--- config.mk ---
export PLATFORM = sky130hd
export DESIGN_NAME = antirrebote_entradas
export DESIGN_NICKNAME = d
export VERILOG_FILES = /design/src/rtl/entradas_pkg.sv /design/src/rtl/antirrebote_canal.sv /design/src/rtl/antirrebote_entradas.sv
export SDC_FILE = /design/constraint.sdc
export NUM_CORES = 1
export LEC_CHECK = 0
export BUFFER_PORTS_ARGS = -buffer_cell sky130_fd_sc_hd__buf_2
export CORE_AREA = 8 8 336 240
export CTS_CLUSTER_SIZE = 28
export DETAILED_ROUTE_END_ITERATION = 8
export DIE_AREA = 0 0 344 248
export GPL_TIMING_DRIVEN = 1
export HOLD_SLACK_MARGIN = 0.02
export PLACE_DENSITY = 0.52
export SLEW_MARGIN = 5
export SYNTH_ARGS = -nofsm -noshare
export SYNTH_HDL_FRONTEND = slang
export SYNTH_SLANG_ARGS = --single-unit
--- constraint.sdc ---
create_clock -name clk_pi -period 2.4 [get_ports clk_pi]
set_input_delay 0.36 -clock clk_pi [delete_from_list [all_inputs] [get_ports clk_pi]]
set_output_delay 0.36 -clock clk_pi [all_outputs]
set_load 0.02 [all_outputs]
--- src/rtl/entradas_pkg.sv ---
// Shared defaults for the input-conditioning stage.
// Switch and button channel counts plus the debounce window.
package entradas_pkg;

  localparam int CICLOS_ESTABLES_DEF = 1_000_000;
  localparam int N_SWITCH_DEF        = 16;
  localparam int N_BOTON_DEF         = 4;

endpackage

--- src/rtl/antirrebote_canal.sv ---
// One debounced channel: 2-flop synchronizer, stability counter,
// accepted level and a registered rising-edge pulse.
module antirrebote_canal
  import entradas_pkg::*;
#(
  parameter int CICLOS_ESTABLES = CICLOS_ESTABLES_DEF
) (
  input  logic clk_pi,
  input  logic rst_n_pi,
  input  logic raw_pi,
  output logic estable_po,
  output logic pulso_po
);

  localparam int CNT_W = $clog2(CICLOS_ESTABLES);
  localparam logic [CNT_W-1:0] CNT_MAX = CNT_W'(CICLOS_ESTABLES - 1);

  logic             sync1;
  logic             sync2;
  logic [CNT_W-1:0] cnt;
  logic             estable;
  logic             estable_d;
  logic             pulso;

  always_ff @(posedge clk_pi or negedge rst_n_pi) begin
    if (!rst_n_pi) begin
      sync1 <= 1'b0;
      sync2 <= 1'b0;
    end else begin
      sync1 <= raw_pi;
      sync2 <= sync1;
    end
  end

  // A single matching cycle throws away the accumulated count.
  always_ff @(posedge clk_pi or negedge rst_n_pi) begin
    if (!rst_n_pi) begin
      cnt     <= '0;
      estable <= 1'b0;
    end else if (sync2 == estable) begin
      cnt <= '0;
    end else if (cnt == CNT_MAX) begin
      estable <= sync2;
      cnt     <= '0;
    end else begin
      cnt <= cnt + 1'b1;
    end
  end

  always_ff @(posedge clk_pi or negedge rst_n_pi) begin
    if (!rst_n_pi) begin
      estable_d <= 1'b0;
      pulso     <= 1'b0;
    end else begin
      estable_d <= estable;
      pulso     <= estable & ~estable_d;
    end
  end

  assign estable_po = estable;
  assign pulso_po   = pulso;

endmodule

--- src/rtl/antirrebote_entradas.sv ---
// Synchronizes and debounces all switch and button inputs;
// buttons also get a one-cycle press pulse.
module antirrebote_entradas
  import entradas_pkg::*;
#(
  parameter int N_SWITCH        = N_SWITCH_DEF,
  parameter int N_BOTON         = N_BOTON_DEF,
  parameter int CICLOS_ESTABLES = CICLOS_ESTABLES_DEF
) (
  input  logic                clk_pi,
  input  logic                rst_n_pi,
  input  logic [N_SWITCH-1:0] switch_raw_pi,
  input  logic [N_BOTON-1:0]  boton_raw_pi,
  output logic [N_SWITCH-1:0] switch_po,
  output logic [N_BOTON-1:0]  boton_po,
  output logic [N_BOTON-1:0]  pulso_boton_po
);

  for (genvar i = 0; i < N_SWITCH; i++) begin : g_switch
    antirrebote_canal #(
      .CICLOS_ESTABLES(CICLOS_ESTABLES)
    ) u_canal (
      .clk_pi    (clk_pi),
      .rst_n_pi  (rst_n_pi),
      .raw_pi    (switch_raw_pi[i]),
      .estable_po(switch_po[i]),
      .pulso_po  ()
    );
  end

  for (genvar i = 0; i < N_BOTON; i++) begin : g_boton
    antirrebote_canal #(
      .CICLOS_ESTABLES(CICLOS_ESTABLES)
    ) u_canal (
      .clk_pi    (clk_pi),
      .rst_n_pi  (rst_n_pi),
      .raw_pi    (boton_raw_pi[i]),
      .estable_po(boton_po[i]),
      .pulso_po  (pulso_boton_po[i])
    );
  end

endmodule

==> metrics.md, run 1 <==
| Metric | Value |
|---|---|
| WL final | `44100 um` |
| Synth Cell Area | `22300 um2` |
| DR DRC count | `0` |
| Layout cells sized above 1 | `10.2%` |
| Post-CTS setup buffer count | `0` |
| CTS Buffer Depth | `3` |
| Final net count | `2372` |
| Top Family by Delay on Critical Path | `simple AND/OR/NAND/NOR gates` |
| Largest cells by area after synthesis | `dfrtp_1, xnor2_1, nor2_1, xor2_1, nand3_1` |
| CP bufs+invs | `0` |
| Post-synthesis xor/xnor area fraction | `10.9%` |
| Post-synthesis adder-cell area fraction | `1.12%` |
| Hold path startpoint | `g_switch[2].u_canal.sync1$_DFF_PN0_` |
| Final hold slack | `0.347 ns` |
| Int Power | `13.2 mW` |
| Critical-path top delay cell | `or4_1` |
| Hold EP | `g_switch[2].u_canal.sync2$_DFF_PN0_` |
| Share of the synthesized area in the top cell type | `52.5%` |
| Crit path time final | `2.15 ns` |
| Die H | `248 um` |
| Cell row count | `85` |
| Leak pwr | `10.2 nW` |
| Worst Tran Pin Value | `0.703 ns` |
| Num Clock Sinks | `468` |
| Clock Power Share | `48.8%` |
| Drt first pass iters | `5` |
| Resize count post-CTS | `0` |
| Max H-tree Level | `2` |
| Relative slew slack | `52.7%` |
| RSZ-0062 raised after global routing | `false` |
| Final instance area | `25900 um2` |
| Mean post-synth cell area | `9.95 um2` |
| Post-DP Area | `23900 um2` |
| Final period util | `89.5%` |
| Initial antenna violation count | `0` |
| EDFF count, synth | `0` |
| Vias per cell | `4.86` |
| DPL Wire Length | `29600 um` |
| Core area | `75700 um2` |
| Multi-input gate area | `9970 um2` |
| VDD IR max | `0.455 mV` |
| Synth warn | `0` |
| Setup Skew | `0.0326 ns` |
| Worst-path clk slew | `0.06 ns` |
| Cell depth of the worst flop-to-flop path | `5` |
| Syn-to-layout area delta | `16.0%` |
| Syn Nets | `2287` |
| Placed cells | `3255` |
| R2R setup slack | `0.25 ns` |
| Simple-gate share of the synthesized area | `25.3%` |
| CP startpoint kind | `flip-flop` |
| Setup Viol. Count Final | `0` |
| Root buf cell | `clkbuf_16` |
| Drt wl/cell | `13.1 um` |
| Gate power share | `3.3%` |
| Largest net degree at the start of global routing | `73` |
| Critical Path AT | `2.65 ns` |
| Most used cell, CP | `or4_1` |
| Grt total ovfl | `0` |
| CTS tree | `yes` |
| Worst skew pair latency | `0.60 ns` |
| Max cap viols | `0` |
| Status | `complete, no violations` |
| Die Area | `85300 um2` |
| Hold path cells | `0` |
| Hold WC Path Type | `flip-flop to flip-flop` |
| Multiplexer area fraction after synthesis | `1.01%` |
| Synth cell types | `45` |
| 1st-iter DRT viols | `909` |
| Die width | `344 um` |
| Crit-path max cell delay | `0.65 ns` |
| GPL Wtd Cong | `0.811` |
| Starting Density | `29.5%` |
| Total number of vias | `16.4k` |
| Syn Inst Count | `2245` |
| Buffers on Ports | `45` |
| Total power per unit cell area | `654 nW/um2` |
| Reg area | `11700 um2` |
| CTS Hold Bufs | `21` |
| First-pass GRT wire length | `78300 um` |
| Vias in the first global route | `16.1k` |
| Worst reg2reg endpoint | `g_switch[13].u_canal.cnt[18]$_DFF_PN0_` |
| Part of the power in registers | `47.9%` |
| Final ANT Viol Nets | `0` |
| Critical path capture point type | `flip-flop` |
| Final hold violation count | `0` |
| Total GRT Usage | `10.5%` |
| R2r startpoint | `g_switch[13].u_canal.cnt[0]$_DFF_PN0_` |
| Antenna Cells | `0` |
| Sequential fraction of the synthesis area | `52.5%` |
| Slew Viols, Final | `0` |
| Switching Fraction | `21.8%` |
| Worst-path fanout max | `8` |
| Io pins | `46` |
| Fin cells | `3368` |
| Async S/R FF share, synth | `100%` |
| Worst endpoint required time | `2.90 ns` |
| Complex-gate fraction of the synthesized area | `5.96%` |
| CP Class | `flip-flop to flip-flop` |
| Most frequent cells in the layout | `dfrtp_1, nor2_1, xnor2_1` |
| Setup TNS | `0 ns` |
| Critical-path cell list | `ha_1, nand2_1, or4_1, or4_1, a21oi_1` |
| Largest family of logic cells by synthesized area | `simple AND/OR/NAND/NOR gates` |
| Num CTS Buffers | `52` |
| Max Clock Freq | `466 MHz` |
| Top FF cell, synth | `dfrtp_1` |
| Sw Pwr | `3.70 mW` |
| Yosys reg bits | `468` |
| Commonest non-fill, non-tap cell in the layout | `dfrtp_1` |
| Fillcell total | `7624` |
| Yosys top cell by area | `dfrtp_1` |
==> flip-flops by register name, indices dropped and copies added, names as in the netlist <==
name,cells
g_boton.u_canal.sync2,4
g_boton.u_canal.sync1,4
g_switch.u_canal.sync2,16
g_boton.u_canal.estable_po,4
g_switch.u_canal.sync1,16
g_switch.u_canal.cnt,320
g_boton.u_canal.cnt,80
g_boton.u_canal.estable_d,4
g_switch.u_canal.estable_po,16
g_boton.u_canal.pulso_po,4
==> per-stage QoR <==
step	setup slack, ns	utilization [%]	power [mW]
finish	0.253	34.2	16.9
global route	0.0682	34.2	17.7
CTS	0.241	34.2	17.4
detailed placement	0.249	31.6	8.80
global placement	0.233	31.6	8.78
floorplan	0.393	-	8.48
==> routing by layer <==
| layer | track usage [%] | up-vias | routed length, um |
|---|---|---|---|
| li1 | - | 8094 | - |
| met1 | 15.5 | 8018 | 23000 |
| met2 | 15.6 | 190 | 18700 |
| met3 | 2.07 | 65 | 1580 |
| met4 | 2.85 | 0 | 849 |
| met5 | 0 | - | 0 |
==> worst max-delay path by stage <==
stage                                                     start                                     end  slack, ns  cells after the start
final                     g_switch[13].u_canal.cnt[0]$_DFF_PN0_  g_switch[13].u_canal.cnt[18]$_DFF_PN0_       0.25                      5
after global routing      g_switch[13].u_canal.cnt[0]$_DFF_PN0_  g_switch[13].u_canal.cnt[18]$_DFF_PN0_       0.07                      5
after CTS                 g_switch[13].u_canal.cnt[0]$_DFF_PN0_  g_switch[13].u_canal.cnt[18]$_DFF_PN0_       0.24                      5
after detailed placement  g_switch[13].u_canal.cnt[0]$_DFF_PN0_  g_switch[13].u_canal.cnt[18]$_DFF_PN0_       0.25                      5
after global placement    g_switch[13].u_canal.cnt[0]$_DFF_PN0_  g_switch[13].u_canal.cnt[18]$_DFF_PN0_       0.23                      5
after floorplan            g_boton[3].u_canal.cnt[13]$_DFF_PN0_    g_boton[3].u_canal.cnt[10]$_DFF_PN0_       0.39                      5
==> power groups by stage <==
stage | logic [mW] | clock network (mW) | registers (mW)
3_3_place_gp | 0.536 | 0 | 8.25
3_5_place_dp | 0.552 | 0 | 8.25
4_1_cts | 0.582 | 8.66 | 8.11
5_1_grt | 0.650 | 8.98 | 8.12
6_report | 0.555 | 8.26 | 8.11
2_1_floorplan | 0.246 | 0 | 8.23
==> Yosys cell counts, types with 15 or more instances <==
library cell and count:
a21oi_1 102, and3_1 42, and4_1 18, buf_4 24, clkbuf_1 47, dfrtp_1 468
ha_1 20, inv_1 75, mux2_2 20, nand2_1 115, nand3_1 148, nand4_1 92
nand4b_1 15, nor2_1 329, nor3_1 70, nor4_1 70, nor4b_1 19, o21ai_0 51
o31ai_1 58, or3_1 59, or4_1 52, xnor2_1 171, xor2_1 107
==> layout make-up <==
cell class                 instances  share of cell area, %
clock buffer                      71                   5.69
timing repair buffer             117                   3.49
clock inverter                    21                   1.17
multi-input combinational       1616                   38.5
inverter                          75                   1.09
sequential                       468                   45.2
tap                             1000                   4.83
==> logic make-up after synthesis <==
| kind of cell | count (synthesis) |
|---|---|
| simple gates | 1078 |
| flops | 468 |
| xor+xnor | 278 |
| compound gates | 220 |
| buf+inv | 161 |
| mux | 20 |
| fa+ha+maj | 20 |
Power figures use the tool's default switching activity.
==> inputs of run 2 (changes only) <==
--- a/config.mk
+++ b/config.mk
@@ -7,6 +7,7 @@
 export LEC_CHECK = 0
 export BUFFER_PORTS_ARGS = -buffer_cell sky130_fd_sc_hd__buf_2
 export CORE_AREA = 8 8 336 240
+export CTS_BUF_LIST = sky130_fd_sc_hd__clkbuf_16
 export CTS_CLUSTER_SIZE = 28
 export DETAILED_ROUTE_END_ITERATION = 8
 export DIE_AREA = 0 0 344 248
==> metrics.md, run 2 (synthesized netlist as in run 1, its figures left out) <==
| Metric | Value |
|---|---|
| Status | `complete, no violations` |
| Post-Place Setup Slack | `0.249 ns` |
| Worst endpoint required time | `2.90 ns` |
| Final period util | `89.7%` |
| Die Area | `85300 um2` |
| Largest net degree at the start of global routing | `73` |
| Switching Fraction | `22.2%` |
| Crit-path max cell delay | `0.65 ns` |
| Crit path time final | `2.15 ns` |
| GPL Wtd Cong | `0.811` |
| Total GRT Usage | `10.5%` |
| WL final | `44100 um` |
| Hold WC Path Type | `flip-flop to flip-flop` |
| Root buf cell | `clkbuf_16` |
| Final ANT Viol Nets | `0` |
| Die width | `344 um` |
| Starting Density | `29.5%` |
| Routed met2 length | `18600 um` |
| Initial antenna violation count | `0` |
| Final hold violation count | `0` |
| Worst-path clk slew | `0.06 ns` |
| Final instance area | `25800 um2` |
| Final net count | `2372` |
| CP startpoint kind | `flip-flop` |
| Max Clock Freq | `465 MHz` |
| Biggest register | `g_switch.u_canal.cnt` |
| Met1 WL | `23100 um` |
| Vias per cell | `4.86` |
| Die H | `248 um` |
| Syn-to-layout area delta | `15.5%` |
| Gate power share | `3.4%` |
| Sw Pwr | `3.68 mW` |
| Max cap viols | `0` |
| Num Clock Sinks | `468` |
| Top sig layer | `met4` |
| Met3 Wirelength | `1630 um` |
| Drt wl/cell | `13.1 um` |
| Max H-tree Level | `2` |
| Critical Path AT | `2.66 ns` |
| Worst-path fanout max | `8` |
| Buffers on Ports | `45` |
| Setup Viol. Count Final | `0` |
| Setup TNS | `0 ns` |
| Int Power | `12.9 mW` |
| DR DRC count | `0` |
| Clock Power Share | `47.6%` |
| Biggest regs | `g_switch.u_canal.cnt (320), g_boton.u_canal.cnt (80)` |
| Antenna Cells | `0` |
| Leak pwr | `10.2 nW` |
| Core area | `75700 um2` |
| Worst setup margin | `0.248 ns` |
| Final hold slack | `0.347 ns` |
| Worst Tran Pin Value | `0.690 ns` |
| Part of the power in registers | `49.0%` |
| Total number of vias | `16.4k` |
| Slew Viols, Final | `0` |
| Cell row count | `85` |
| Most frequent cells in the layout | `dfrtp_1, nor2_1, xnor2_1` |
| Grt total ovfl | `0` |
| Number of flip-flops under the largest register name | `320` |
| Commonest non-fill, non-tap cell in the layout | `dfrtp_1` |
| Setup Skew | `0.0308 ns` |
| Total power per unit cell area | `642 nW/um2` |
| Critical path capture point type | `flip-flop` |
| Num CTS Buffers | `52` |
| VDD IR max | `0.454 mV` |
| First-pass GRT wire length | `78200 um` |
| CTS tree | `yes` |
| 1st-iter DRT viols | `902` |
| Io pins | `46` |
| Vias in the first global route | `16.1k` |
| Relative slew slack | `53.6%` |
| Critical-path top delay cell | `or4_1` |
| Drt first pass iters | `5` |
| RSZ-0062 raised after global routing | `false` |
| DPL Wire Length | `29600 um` |
| Resize count post-CTS | `0` |
| Most used cell, CP | `or4_1` |
| Layout cells sized above 1 | `9.80%` |
| Worst skew pair latency | `0.60 ns` |
| Critical-path cell list | `ha_1, nand2_1, or4_1, or4_1, a21oi_1` |
| Tot Pwr | `16.6 mW` |
| CTS Buffer Depth | `3` |
| Post-DP Area | `23900 um2` |
| CP Class | `flip-flop to flip-flop` |
## run 2: layout make-up
type / count / area (um2)
fillers: 7637 / 49900
flip-flops and latches: 468 / 11700
multi-input cells: 1616 / 9970
clock buffers: 52 / 1300
well taps: 1000 / 1250
repair buffers: 117 / 903
clock inverters: 40 / 375
inverters: 75 / 282
## run 2: path summary, 6_finish.rpt
kind                                                             from                                     end  slack, ns  depth (start not counted)
worst min register to register    g_switch[2].u_canal.sync1$_DFF_PN0_     g_switch[2].u_canal.sync2$_DFF_PN0_       0.35                          0
worst max-delay path            g_switch[13].u_canal.cnt[0]$_DFF_PN0_  g_switch[13].u_canal.cnt[18]$_DFF_PN0_       0.25                          5
max in group asynchronous                                    rst_n_pi     g_boton[3].u_canal.cnt[3]$_DFF_PN0_       1.25                          3
worst max register to register  g_switch[13].u_canal.cnt[0]$_DFF_PN0_  g_switch[13].u_canal.cnt[18]$_DFF_PN0_       0.25                          5
worst min-delay path              g_switch[2].u_canal.sync1$_DFF_PN0_     g_switch[2].u_canal.sync2$_DFF_PN0_       0.35                          0
min in group asynchronous                                    rst_n_pi    g_switch[11].u_canal.sync1$_DFF_PN0_       0.37                          2
## run 2: routing by layer
metal | vias up | GRT usage, %
met3 | 61 | 2.07
met2 | 212 | 15.6
met4 | 0 | 2.88
li1 | 8096 | -
met5 | - | 0
met1 | 8012 | 15.5
## run 2: power groups by stage
stage | registers, mW | logic (mW) | clock network [mW]
2_1_floorplan | 8.23 | 0.246 | 0
5_1_grt | 8.12 | 0.650 | 8.60
4_1_cts | 8.11 | 0.582 | 8.29
6_report | 8.11 | 0.555 | 7.89
3_5_place_dp | 8.25 | 0.552 | 0
3_3_place_gp | 8.25 | 0.536 | 0
## run 2: timing repair
item                                    in CTS  in global routing
buffers inserted                             0                  0
hold endpoints to repair                    67                  0
endpoints found under the setup margin       0                  0
hold buffers                                21                  0
## run 2: worst max-delay path: cells and delay by family (launching register included)
| family | cells | cell delay, ns |
|---|---|---|
| flops | 1 | 0.41 |
| fa+ha+maj | 1 | 0.25 |
| simple gates | 3 | 1.27 |
| compound gates | 1 | 0.15 |
## run 2: stage by stage
| step | utilization [%] | instances |
|---|---|---|
| after global placement | 31.6 | 3255 |
| after CTS | 34.1 | 3368 |
| after detailed placement | 31.6 | 3255 |
| after global routing | 34.1 | 3368 |
| final | 34.1 | 3368 |
| after floorplan | - | 2245 |
==> inputs of run 3 (changes only) <==
--- a/config.mk
+++ b/config.mk
@@ -6,11 +6,11 @@
 export NUM_CORES = 1
 export LEC_CHECK = 0
 export BUFFER_PORTS_ARGS = -buffer_cell sky130_fd_sc_hd__buf_2
-export CORE_AREA = 8 8 336 240
+export CORE_AREA = 8 8 216 372
 export CTS_BUF_LIST = sky130_fd_sc_hd__clkbuf_16
 export CTS_CLUSTER_SIZE = 28
 export DETAILED_ROUTE_END_ITERATION = 8
-export DIE_AREA = 0 0 344 248
+export DIE_AREA = 0 0 224 380
 export GPL_TIMING_DRIVEN = 1
 export HOLD_SLACK_MARGIN = 0.02
 export PLACE_DENSITY = 0.52
==> metrics.md, run 3 (synthesized netlist as in run 1, its figures left out) <==
| Metric | Value |
|---|---|
| Status | `complete, no violations` |
| Fin cells | `3369` |
| Buffers on Ports | `45` |
| GPL Wtd Cong | `0.820` |
| Biggest register | `g_switch.u_canal.cnt` |
| Vias per cell | `4.87` |
| Total power per unit cell area | `642 nW/um2` |
| Placed cells | `3259` |
| First-pass GRT wire length | `79500 um` |
| Worst reg2reg endpoint | `g_switch[13].u_canal.cnt[18]$_DFF_PN0_` |
| Final net count | `2361` |
| GRT met1 Usage | `11.7%` |
| Max Clock Freq | `467 MHz` |
| Gate power share | `3.3%` |
| Final period util | `89.3%` |
| Critical path capture point type | `flip-flop` |
| Starting Density | `29.8%` |
| Hold WC Path Type | `input pin to asynchronous set/reset pin` |
| CTS Buffer Depth | `3` |
| Most frequent cells in the layout | `dfrtp_1, nor2_1, xnor2_1` |
| Final ANT Viol Nets | `0` |
| Worst-path clk slew | `0.06 ns` |
| Worst skew pair latency | `0.61 ns` |
| Worst endpoint required time | `2.93 ns` |
| 1st-iter DRT viols | `824` |
| Root buf cell | `clkbuf_16` |
| Die Area | `85100 um2` |
| Total number of vias | `16.4k` |
| Worst-path fanout max | `8` |
| Max cap viols | `0` |
| Critical path launch point | `g_switch[13].u_canal.cnt[0]$_DFF_PN0_` |
| Initial antenna violation count | `1` |
| Met3 Use GR | `2.03%` |
| Sw Pwr | `3.73 mW` |
| DR DRC count | `0` |
| Met2 Usage GRT | `20.3%` |
| Setup Skew | `0.0281 ns` |
| Slew Viols, Final | `0` |
| Setup Viol. Count Final | `0` |
| Drt first pass iters | `5` |
| Final hold violation count | `0` |
| Antenna Cells | `0` |
| CP startpoint kind | `flip-flop` |
| Worst Tran Pin Value | `0.633 ns` |
| Clock Power Share | `47.5%` |
| Crit path time final | `2.14 ns` |
| Layout cells sized above 1 | `9.50%` |
| Switching Fraction | `22.6%` |
| Leak pwr | `10.2 nW` |
| Die H | `380 um` |
| Commonest non-fill, non-tap cell in the layout | `dfrtp_1` |
| R2r startpoint | `g_switch[13].u_canal.cnt[0]$_DFF_PN0_` |
| Post-CTS setup buffer count | `0` |
| RSZ-0062 raised after global routing | `false` |
| Part of the power in registers | `49.1%` |
| Syn-to-layout area delta | `15.1%` |
| Num Clock Sinks | `468` |
| Setup TNS | `0 ns` |
| WL final | `45500 um` |
| Num CTS Buffers | `49` |
| Critical Path AT | `2.68 ns` |
| Biggest regs | `g_switch.u_canal.cnt (320), g_boton.u_canal.cnt (80)` |
| Number of flip-flops under the largest register name | `320` |
| Drt wl/cell | `13.5 um` |
| DPL Wire Length | `30800 um` |
| CP Class | `flip-flop to flip-flop` |
| Cell depth of the worst flop-to-flop path | `5` |
| VDD IR max | `0.552 mV` |
| Cell row count | `133` |
| CTS tree | `yes` |
| Relative slew slack | `57.4%` |
| Int Power | `12.8 mW` |
| Largest net degree at the start of global routing | `114` |
| Io pins | `46` |
| Grt total ovfl | `0` |
| Total GRT Usage | `10.8%` |
| Core area | `75100 um2` |
| Max H-tree Level | `2` |
| Vias in the first global route | `17.0k` |
| Die width | `224 um` |
| GR peak layer | `met2` |
| Crit path capture | `g_switch[13].u_canal.cnt[18]$_DFF_PN0_` |
| R2R setup slack | `0.26 ns` |
==> run 3: what timing repair did <==
action	4_1_cts	5_1_grt
endpoints found under the hold margin	305	0
hold buffers	21	0
gates resized for setup	0	0
==> run 3: worst min path at each step <==
stage / start / endpoint / slack, ns
3_5_place_dp: rst_n_pi / g_switch[2].u_canal.cnt[11]$_DFF_PN0_ / 0.23
2_1_floorplan: rst_n_pi / g_boton[0].u_canal.cnt[0]$_DFF_PN0_ / 0.06
4_1_cts: rst_n_pi / g_switch[2].u_canal.cnt[11]$_DFF_PN0_ / 0.14
3_3_place_gp: rst_n_pi / g_switch[2].u_canal.cnt[11]$_DFF_PN0_ / 0.23
6_report: rst_n_pi / g_switch[2].u_canal.cnt[11]$_DFF_PN0_ / 0.19
5_1_grt: rst_n_pi / g_switch[2].u_canal.cnt[11]$_DFF_PN0_ / 0.15
==> run 3: through the flow <==
stage | area (um2) | setup slack [ns] | hold slack [ns] | utilization (%) | power [mW]
2_1_floorplan | 22300 | 0.393 | 0.0644 | - | 8.48
3_3_place_gp | 23900 | 0.282 | 0.231 | 31.8 | 8.78
3_5_place_dp | 23900 | 0.253 | 0.233 | 31.8 | 8.80
4_1_cts | 25700 | 0.249 | 0.135 | 34.2 | 16.9
5_1_grt | 25700 | 0.0949 | 0.152 | 34.2 | 17.3
6_report | 25700 | 0.257 | 0.186 | 34.2 | 16.5
==> run 3: critical path: stages (launching register included) <==
cell and delay, ns:
dfrtp_1 0.40, ha_1 0.25, nand2_1 0.12, or4_1 0.63, or4_1 0.51, a21oi_1 0.15
==> run 3: final cells by class <==
type	instances	area [um2]
flip-flops and latches	468	11700
fillers	7600	49400
inverters	75	282
clock inverters	40	403
multi-input cells	1616	9970
repair buffers	109	831
clock buffers	49	1230
well taps	1012	1270
==> run 3: layer usage <==
| metal | vias to the layer above | wire, um |
|---|---|---|
| met5 | - | 0 |
| met4 | 0 | 1180 |
| met3 | 73 | 1420 |
| met2 | 178 | 24300 |
| met1 | 8093 | 18600 |
| li1 | 8078 | - |
==> run 3: power groups by stage <==
stage | registers (mW) | clock network [mW] | logic (mW)
finish | 8.11 | 7.84 | 0.550
CTS | 8.11 | 8.26 | 0.579
detailed placement | 8.25 | 0 | 0.549
floorplan | 8.23 | 0 | 0.246
global route | 8.12 | 8.54 | 0.644
global placement | 8.25 | 0 | 0.532
